==> src/rtl/uart_imem_loader.sv <==
// UART (8N1) program loader: receives a length-prefixed little-endian image and
// writes it word-by-word into instruction memory, then raises load_done.
module uart_imem_loader #(
    parameter int unsigned CLK_FREQ_HZ = 100_000_000,
    parameter int unsigned BAUD_RATE   = 115_200,
    parameter int unsigned MAX_WORDS   = 1024
) (
    input  logic        clk,
    input  logic        rst_n,
    input  logic        uart_rx,
    output logic [31:0] byte_address,
    output logic        write_enable,
    output logic [31:0] write_data,
    output logic        load_active,
    output logic        load_done,
    output logic        load_error
);
    localparam int unsigned CLKS_PER_BIT = CLK_FREQ_HZ / BAUD_RATE;
    localparam int unsigned HALF_BIT     = CLKS_PER_BIT / 2;
    localparam int          CNT_W        = $clog2(CLKS_PER_BIT + 1);
    localparam logic [CNT_W-1:0] BIT_LAST  = CNT_W'(CLKS_PER_BIT - 1);
    localparam logic [CNT_W-1:0] HALF_LAST = CNT_W'(HALF_BIT - 1);

    typedef enum logic [1:0] {RX_IDLE, RX_START, RX_DATA, RX_STOP} rx_state_e;
    typedef enum logic [2:0] {L_IDLE, L_LEN, L_DATA, L_DONE, L_ERROR} ld_state_e;

    // Synchronizer presets to the idle (high) level so reset never looks like a start bit.
    logic rx_meta_q, rx_sync_q, rx_prev_q;
    logic start_edge;

    always_ff @(posedge clk or negedge rst_n) begin
        if (!rst_n) begin
            rx_meta_q <= 1'b1;
            rx_sync_q <= 1'b1;
            rx_prev_q <= 1'b1;
        end else begin
            rx_meta_q <= uart_rx;
            rx_sync_q <= rx_meta_q;
            rx_prev_q <= rx_sync_q;
        end
    end

    assign start_edge = rx_prev_q && !rx_sync_q;

    rx_state_e        rx_state_q, rx_state_d;
    logic [CNT_W-1:0] cnt_q, cnt_d;
    logic [2:0]       bit_idx_q, bit_idx_d;
    logic [7:0]       shift_q, shift_d;
    logic             rx_valid_q, rx_valid_d;
    logic             frame_err_q, frame_err_d;

    always_ff @(posedge clk or negedge rst_n) begin
        if (!rst_n) begin
            rx_state_q  <= RX_IDLE;
            cnt_q       <= '0;
            bit_idx_q   <= '0;
            shift_q     <= '0;
            rx_valid_q  <= 1'b0;
            frame_err_q <= 1'b0;
        end else begin
            rx_state_q  <= rx_state_d;
            cnt_q       <= cnt_d;
            bit_idx_q   <= bit_idx_d;
            shift_q     <= shift_d;
            rx_valid_q  <= rx_valid_d;
            frame_err_q <= frame_err_d;
        end
    end

    always_comb begin
        rx_state_d  = rx_state_q;
        cnt_d       = cnt_q;
        bit_idx_d   = bit_idx_q;
        shift_d     = shift_q;
        rx_valid_d  = 1'b0;
        frame_err_d = 1'b0;
        case (rx_state_q)
            RX_IDLE: begin
                if (start_edge) begin
                    rx_state_d = RX_START;
                    cnt_d      = '0;
                end
            end
            RX_START: begin
                if (cnt_q == HALF_LAST) begin
                    cnt_d      = '0;
                    bit_idx_d  = '0;
                    rx_state_d = rx_sync_q ? RX_IDLE : RX_DATA;
                end else begin
                    cnt_d = cnt_q + 1'b1;
                end
            end
            RX_DATA: begin
                if (cnt_q == BIT_LAST) begin
                    cnt_d   = '0;
                    shift_d = {rx_sync_q, shift_q[7:1]};
                    if (bit_idx_q == 3'd7) begin
                        rx_state_d = RX_STOP;
                    end else begin
                        bit_idx_d = bit_idx_q + 1'b1;
                    end
                end else begin
                    cnt_d = cnt_q + 1'b1;
                end
            end
            RX_STOP: begin
                if (cnt_q == BIT_LAST) begin
                    cnt_d       = '0;
                    rx_valid_d  = rx_sync_q;
                    frame_err_d = !rx_sync_q;
                    // A start edge coinciding with stop acceptance is not lost.
                    rx_state_d  = start_edge ? RX_START : RX_IDLE;
                end else begin
                    cnt_d = cnt_q + 1'b1;
                end
            end
            default: rx_state_d = RX_IDLE;
        endcase
    end

    ld_state_e   ld_state_q, ld_state_d;
    logic [1:0]  byte_cnt_q, byte_cnt_d;
    logic [31:0] len_q, len_d;
    logic [29:0] word_idx_q, word_idx_d;
    logic [23:0] word_buf_q, word_buf_d;
    logic [31:0] addr_q, addr_d;
    logic [31:0] wdata_q, wdata_d;
    logic        we_q, we_d;
    logic [31:0] word_count;

    always_ff @(posedge clk or negedge rst_n) begin
        if (!rst_n) begin
            ld_state_q <= L_IDLE;
            byte_cnt_q <= '0;
            len_q      <= '0;
            word_idx_q <= '0;
            word_buf_q <= '0;
            addr_q     <= '0;
            wdata_q    <= '0;
            we_q       <= 1'b0;
        end else begin
            ld_state_q <= ld_state_d;
            byte_cnt_q <= byte_cnt_d;
            len_q      <= len_d;
            word_idx_q <= word_idx_d;
            word_buf_q <= word_buf_d;
            addr_q     <= addr_d;
            wdata_q    <= wdata_d;
            we_q       <= we_d;
        end
    end

    assign word_count = {shift_q, len_q[23:0]};

    always_comb begin
        ld_state_d = ld_state_q;
        byte_cnt_d = byte_cnt_q;
        len_d      = len_q;
        word_idx_d = word_idx_q;
        word_buf_d = word_buf_q;
        addr_d     = addr_q;
        wdata_d    = wdata_q;
        we_d       = 1'b0;
        if (frame_err_q && ld_state_q != L_DONE) begin
            ld_state_d = L_ERROR;
        end else if (rx_valid_q) begin
            case (ld_state_q)
                L_IDLE: begin
                    len_d      = {24'd0, shift_q};
                    byte_cnt_d = 2'd1;
                    ld_state_d = L_LEN;
                end
                L_LEN: begin
                    case (byte_cnt_q)
                        2'd1:    len_d[15:8]  = shift_q;
                        2'd2:    len_d[23:16] = shift_q;
                        default: len_d        = word_count;
                    endcase
                    byte_cnt_d = byte_cnt_q + 1'b1;
                    if (byte_cnt_q == 2'd3) begin
                        word_idx_d = '0;
                        if (word_count == 32'd0)
                            ld_state_d = L_DONE;
                        else if (word_count > 32'(MAX_WORDS))
                            ld_state_d = L_ERROR;
                        else
                            ld_state_d = L_DATA;
                    end
                end
                L_DATA: begin
                    byte_cnt_d = byte_cnt_q + 1'b1;
                    case (byte_cnt_q)
                        2'd0: word_buf_d[7:0]   = shift_q;
                        2'd1: word_buf_d[15:8]  = shift_q;
                        2'd2: word_buf_d[23:16] = shift_q;
                        default: begin
                            wdata_d    = {shift_q, word_buf_q};
                            addr_d     = {word_idx_q, 2'b00};
                            we_d       = 1'b1;
                            word_idx_d = word_idx_q + 1'b1;
                            if ({2'b00, word_idx_q} == len_q - 32'd1)
                                ld_state_d = L_DONE;
                        end
                    endcase
                end
                default: ;
            endcase
        end
    end

    assign byte_address = addr_q;
    assign write_data   = wdata_q;
    assign write_enable = we_q;
    assign load_active  = (ld_state_q == L_LEN) || (ld_state_q == L_DATA);
    assign load_done    = (ld_state_q == L_DONE);
    assign load_error   = (ld_state_q == L_ERROR);
endmodule

==> config.mk <==
export PLATFORM = sky130hd
export DESIGN_NAME = uart_imem_loader
export DESIGN_NICKNAME = d
export VERILOG_FILES = /design/src/rtl/uart_imem_loader.sv
export SDC_FILE = /design/constraint.sdc
export NUM_CORES = 1
export LEC_CHECK = 0
export CAP_MARGIN = 10
export CORE_MARGIN = 2
export CORE_UTILIZATION = 40
export CTS_CLUSTER_SIZE = 25
export DETAILED_ROUTE_END_ITERATION = 10
export PLACE_DENSITY_LB_ADDON = 0.1
export SYNTH_ARGS = -nofsm -noshare
export SYNTH_HDL_FRONTEND = slang
export SYNTH_SLANG_ARGS = --single-unit
==> constraint.sdc <==
create_clock -name clk -period 4.16 [get_ports clk]
set_clock_uncertainty 0.1 [all_clocks]
set_input_delay 1.04 -clock clk [delete_from_list [all_inputs] [get_ports clk]]
set_output_delay 1.04 -clock clk [all_outputs]
set_load 0.02 [all_outputs]
==> metrics.txt <==
Skew-Pair Late Insertion Delay=0.43 ns; grt total ovfl=0; ys async rst share=1.000; Critical Path Sink Type=flop; final setup violation count=0; # IOs=71; H-tree depth=4; Total Routing Usage GR=0.1867; most common cell after layout, fill and taps aside=nand2_1; Worst Setup Path Type=flop to flop; Reg clk slew, reported paths=0.08 ns; CTS tree=done; RSZ-0062 raised after global routing=false; CP Cell Sequence=inv_1 -> ha_1 -> xnor2_1 -> a2111oi_0 -> nand4_1 -> a2111oi_0 -> nand4_1 -> or4_4 -> o41ai_4 -> mux2_4; HPWL reported at the end of detailed placement=14.06 mm; Worst setup SP type=flop; Ant. Diodes=0; Pwr Total=0.003637 W; synthesized flop and latch total=182; Die Area=0.02325 sq mm; initial antenna violation count=0; Slowest-stage cell, CP=a2111oi_0; Post CTS Setup Buffer Count=0; Hold WC Path Type=flop to flop; RD Place Congestion=0.8782; vias in the first global route=6,544; max-slew violations=0; Max Freq=265.6 MHz; synth unique cells=61; DRC viols=0; Critical Path AT=3.98 ns; WL final=20.97 mm; Leak=4.935 nW; Die Wd=152.5 um; Layout Nets=1,009; register area share after synthesis=0.5168; clock tree buffer depth=2; post-synthesis average cell area=9.323 sq um; CTS Buf Count=17; Crit path buffers/inverters=1; CP top delay family=compound AO/OA/AOI/OAI gates; filler instances=2,155; Core Region=0.02176 sq mm; die height=152.5 um; status=finished clean; Synth Flop Type=dfrtp_1; CP Data Required Time=4.38 ns; Synth Warn #=0; CTS resizes=0; largest net degree at the start of global routing=91; peak supply drop=0.2847 mV; initial drt markers=519; first-pass GRT wire length=35.08 mm; setup TNS=0 ns; Slew @ Worst Pin=1.009 ns; Layout area overhead=17.55%; Synth area leaders=dfrtp_1 51%, nand2_1 11%, mux2_2 4.2%, o21ai_0 3.4%, xnor2_1 3.3%; CTS sink count=182; wire per inst=16.26 um; post-route ant nets=0; PwrDens=350.8 mW/mm^2; post-synth top area share=0.5079; Pre-antenna DRT Iters=5; slowest stage delay, CP=0.58 ns; num rows=54; hold buffers post-CTS=0; Vias/cell=5.220; Tmin final=3.765 ns; Tcrit/Tclk final=0.9051; Port Buffer Count=68; most frequent cells in the layout=254 x nand2_1, 179 x dfrtp_1, 67 x clkdlybuf4s50_1, 60 x o21ai_0, 47 x nor2_1; critical-path maximum fanout=5; Hold Violations, Final=0; Mapped Cells=946; # Max-Cap Violations=0; cell taking the most area after synthesis=dfrtp_1; Slew headroom=0.3226; number of flops mapped to enable cells by yosys=0; mapped cell area=0.008820 sq mm; Initial Util=0.4054; clock tree root buffer cell=clkbuf_16; share of cells above drive strength 1=0.08920; Vias=6,729
-- where the power goes --
part           switching (W)  total (W)  internal (W)
logic               0.000125   0.000196     0.0000707
clock network       0.000790    0.00159      0.000803
registers          0.0000492    0.00185       0.00180
-- worst reg2reg max path, cell delays in order, from the launching register on --
cell,delay (ns)
dfrtp_1,0.42
inv_1,0.09
ha_1,0.31
xnor2_1,0.12
a2111oi_0,0.53
nand4_1,0.14
a2111oi_0,0.58
nand4_1,0.19
or4_4,0.46
o41ai_4,0.38
mux2_4,0.33
-- metrics by stage --
| step | instances | hold slack (ns) | util | setup slack (ns) | cell area (sq um) |
|---|---|---|---|---|---|
| 4_1_cts | 1289 | 0.2604 | 0.4765 | 0.4156 | 10370 |
| 3_3_place_gp | 1257 | 0.2463 | 0.4498 | 0.4745 | 9786 |
| 2_1_floorplan | 947 | 0.2452 | - | 0.8210 | 8823 |
| 5_1_grt | 1289 | 0.2671 | 0.4765 | 0.2192 | 10370 |
| 3_5_place_dp | 1257 | 0.2488 | 0.4498 | 0.4287 | 9786 |
| 6_report | 1289 | 0.2585 | 0.4765 | 0.3948 | 10370 |
-- path summary, 6_finish.rpt --
kind | from | endpoint | slack (ns) | cells after the start
worst min-delay path | rx_meta_q | rx_sync_q | 0.26 | 0
worst max-delay path | len_q[0] | ld_state_q[2] | 0.39 | 10
worst min register to register | rx_meta_q | rx_sync_q | 0.26 | 0
worst max register to register | len_q[0] | ld_state_q[2] | 0.39 | 10
min in group asynchronous | rst_n | byte_address[7] | 0.56 | 1
max in group asynchronous | rst_n | word_idx_q[29] | 2.64 | 2
-- cells in the mapped netlist, types with 2 or more instances --
cell       count
a21oi_1       16
or3_1         11
mux2_2        33
mux2i_1        3
dfrtp_1      179
o21ai_1        2
nand4b_1       2
a22o_1        12
or4_1          2
xnor2_1       33
dfstp_2        3
nor2b_1       11
o31ai_1        4
o21a_1         3
a2111oi_0      3
o31a_1         4
nor4_2         2
clkbuf_1      45
a31oi_1        7
o21ai_0       60
nor2_1        47
o22ai_1        3
nor4bb_1       2
inv_1         26
and4_1         4
nand2b_1       5
xor2_1        29
ha_1          10
or2_2          2
nor3_1        23
buf_4          2
and2_1         2
nand3b_1       2
nor4b_1        2
and3_1        13
o311ai_0       2
nand4_1       11
or4_4          2
nor3b_1        6
nand2_1      255
nor4_1        14
nand3_1       28
a211oi_1       3
-- state kept, by name, summed over array words and instances (netlist names), 2 cells and up, named ones only --
| name | cells |
|---|---|
| byte_cnt_q | 2 |
| word_buf_q | 24 |
| shift_q | 8 |
| byte_address | 30 |
| word_idx_q | 30 |
| bit_idx_q | 3 |
| len_q | 32 |
| write_data | 32 |
| ld_state_q | 3 |
| cnt_q | 10 |
-- logic make-up after synthesis --
logic type	after synthesis	share of synthesized area
AND/OR/NAND/NOR	447	0.2312
flip-flops	182	0.5168
AO/OA/AOI/OAI	131	0.09519
buffers and inverters	76	0.03334
XOR/XNOR	62	0.06157
multiplexers	37	0.04724
adder cells (fa/ha/maj)	10	0.01419
other	1	0.0004252
-- layer usage --
metal | wire (um) | vias up | GRT usage
li1 | - | 3320 | -
met4 | 276 | 0 | 0.05203
met2 | 9572 | 126 | 0.2909
met3 | 687 | 20 | 0.03811
met5 | 0 | - | 0
met1 | 10430 | 3263 | 0.2666
-- layout make-up --
| cell class | count | area, sq um | area share |
|---|---|---|---|
| flip-flops and latches | 182 | 4558 | 0.4397 |
| inverters | 27 | 101.3 | 0.009776 |
| multi-input cells | 689 | 3974 | 0.3833 |
| clock inverters | 15 | 156.4 | 0.01509 |
| well taps | 280 | 350.3 | 0.03379 |
| repair buffers | 79 | 802.0 | 0.07736 |
| clock buffers | 17 | 425.4 | 0.04103 |
(Power assumes the default switching activity.)
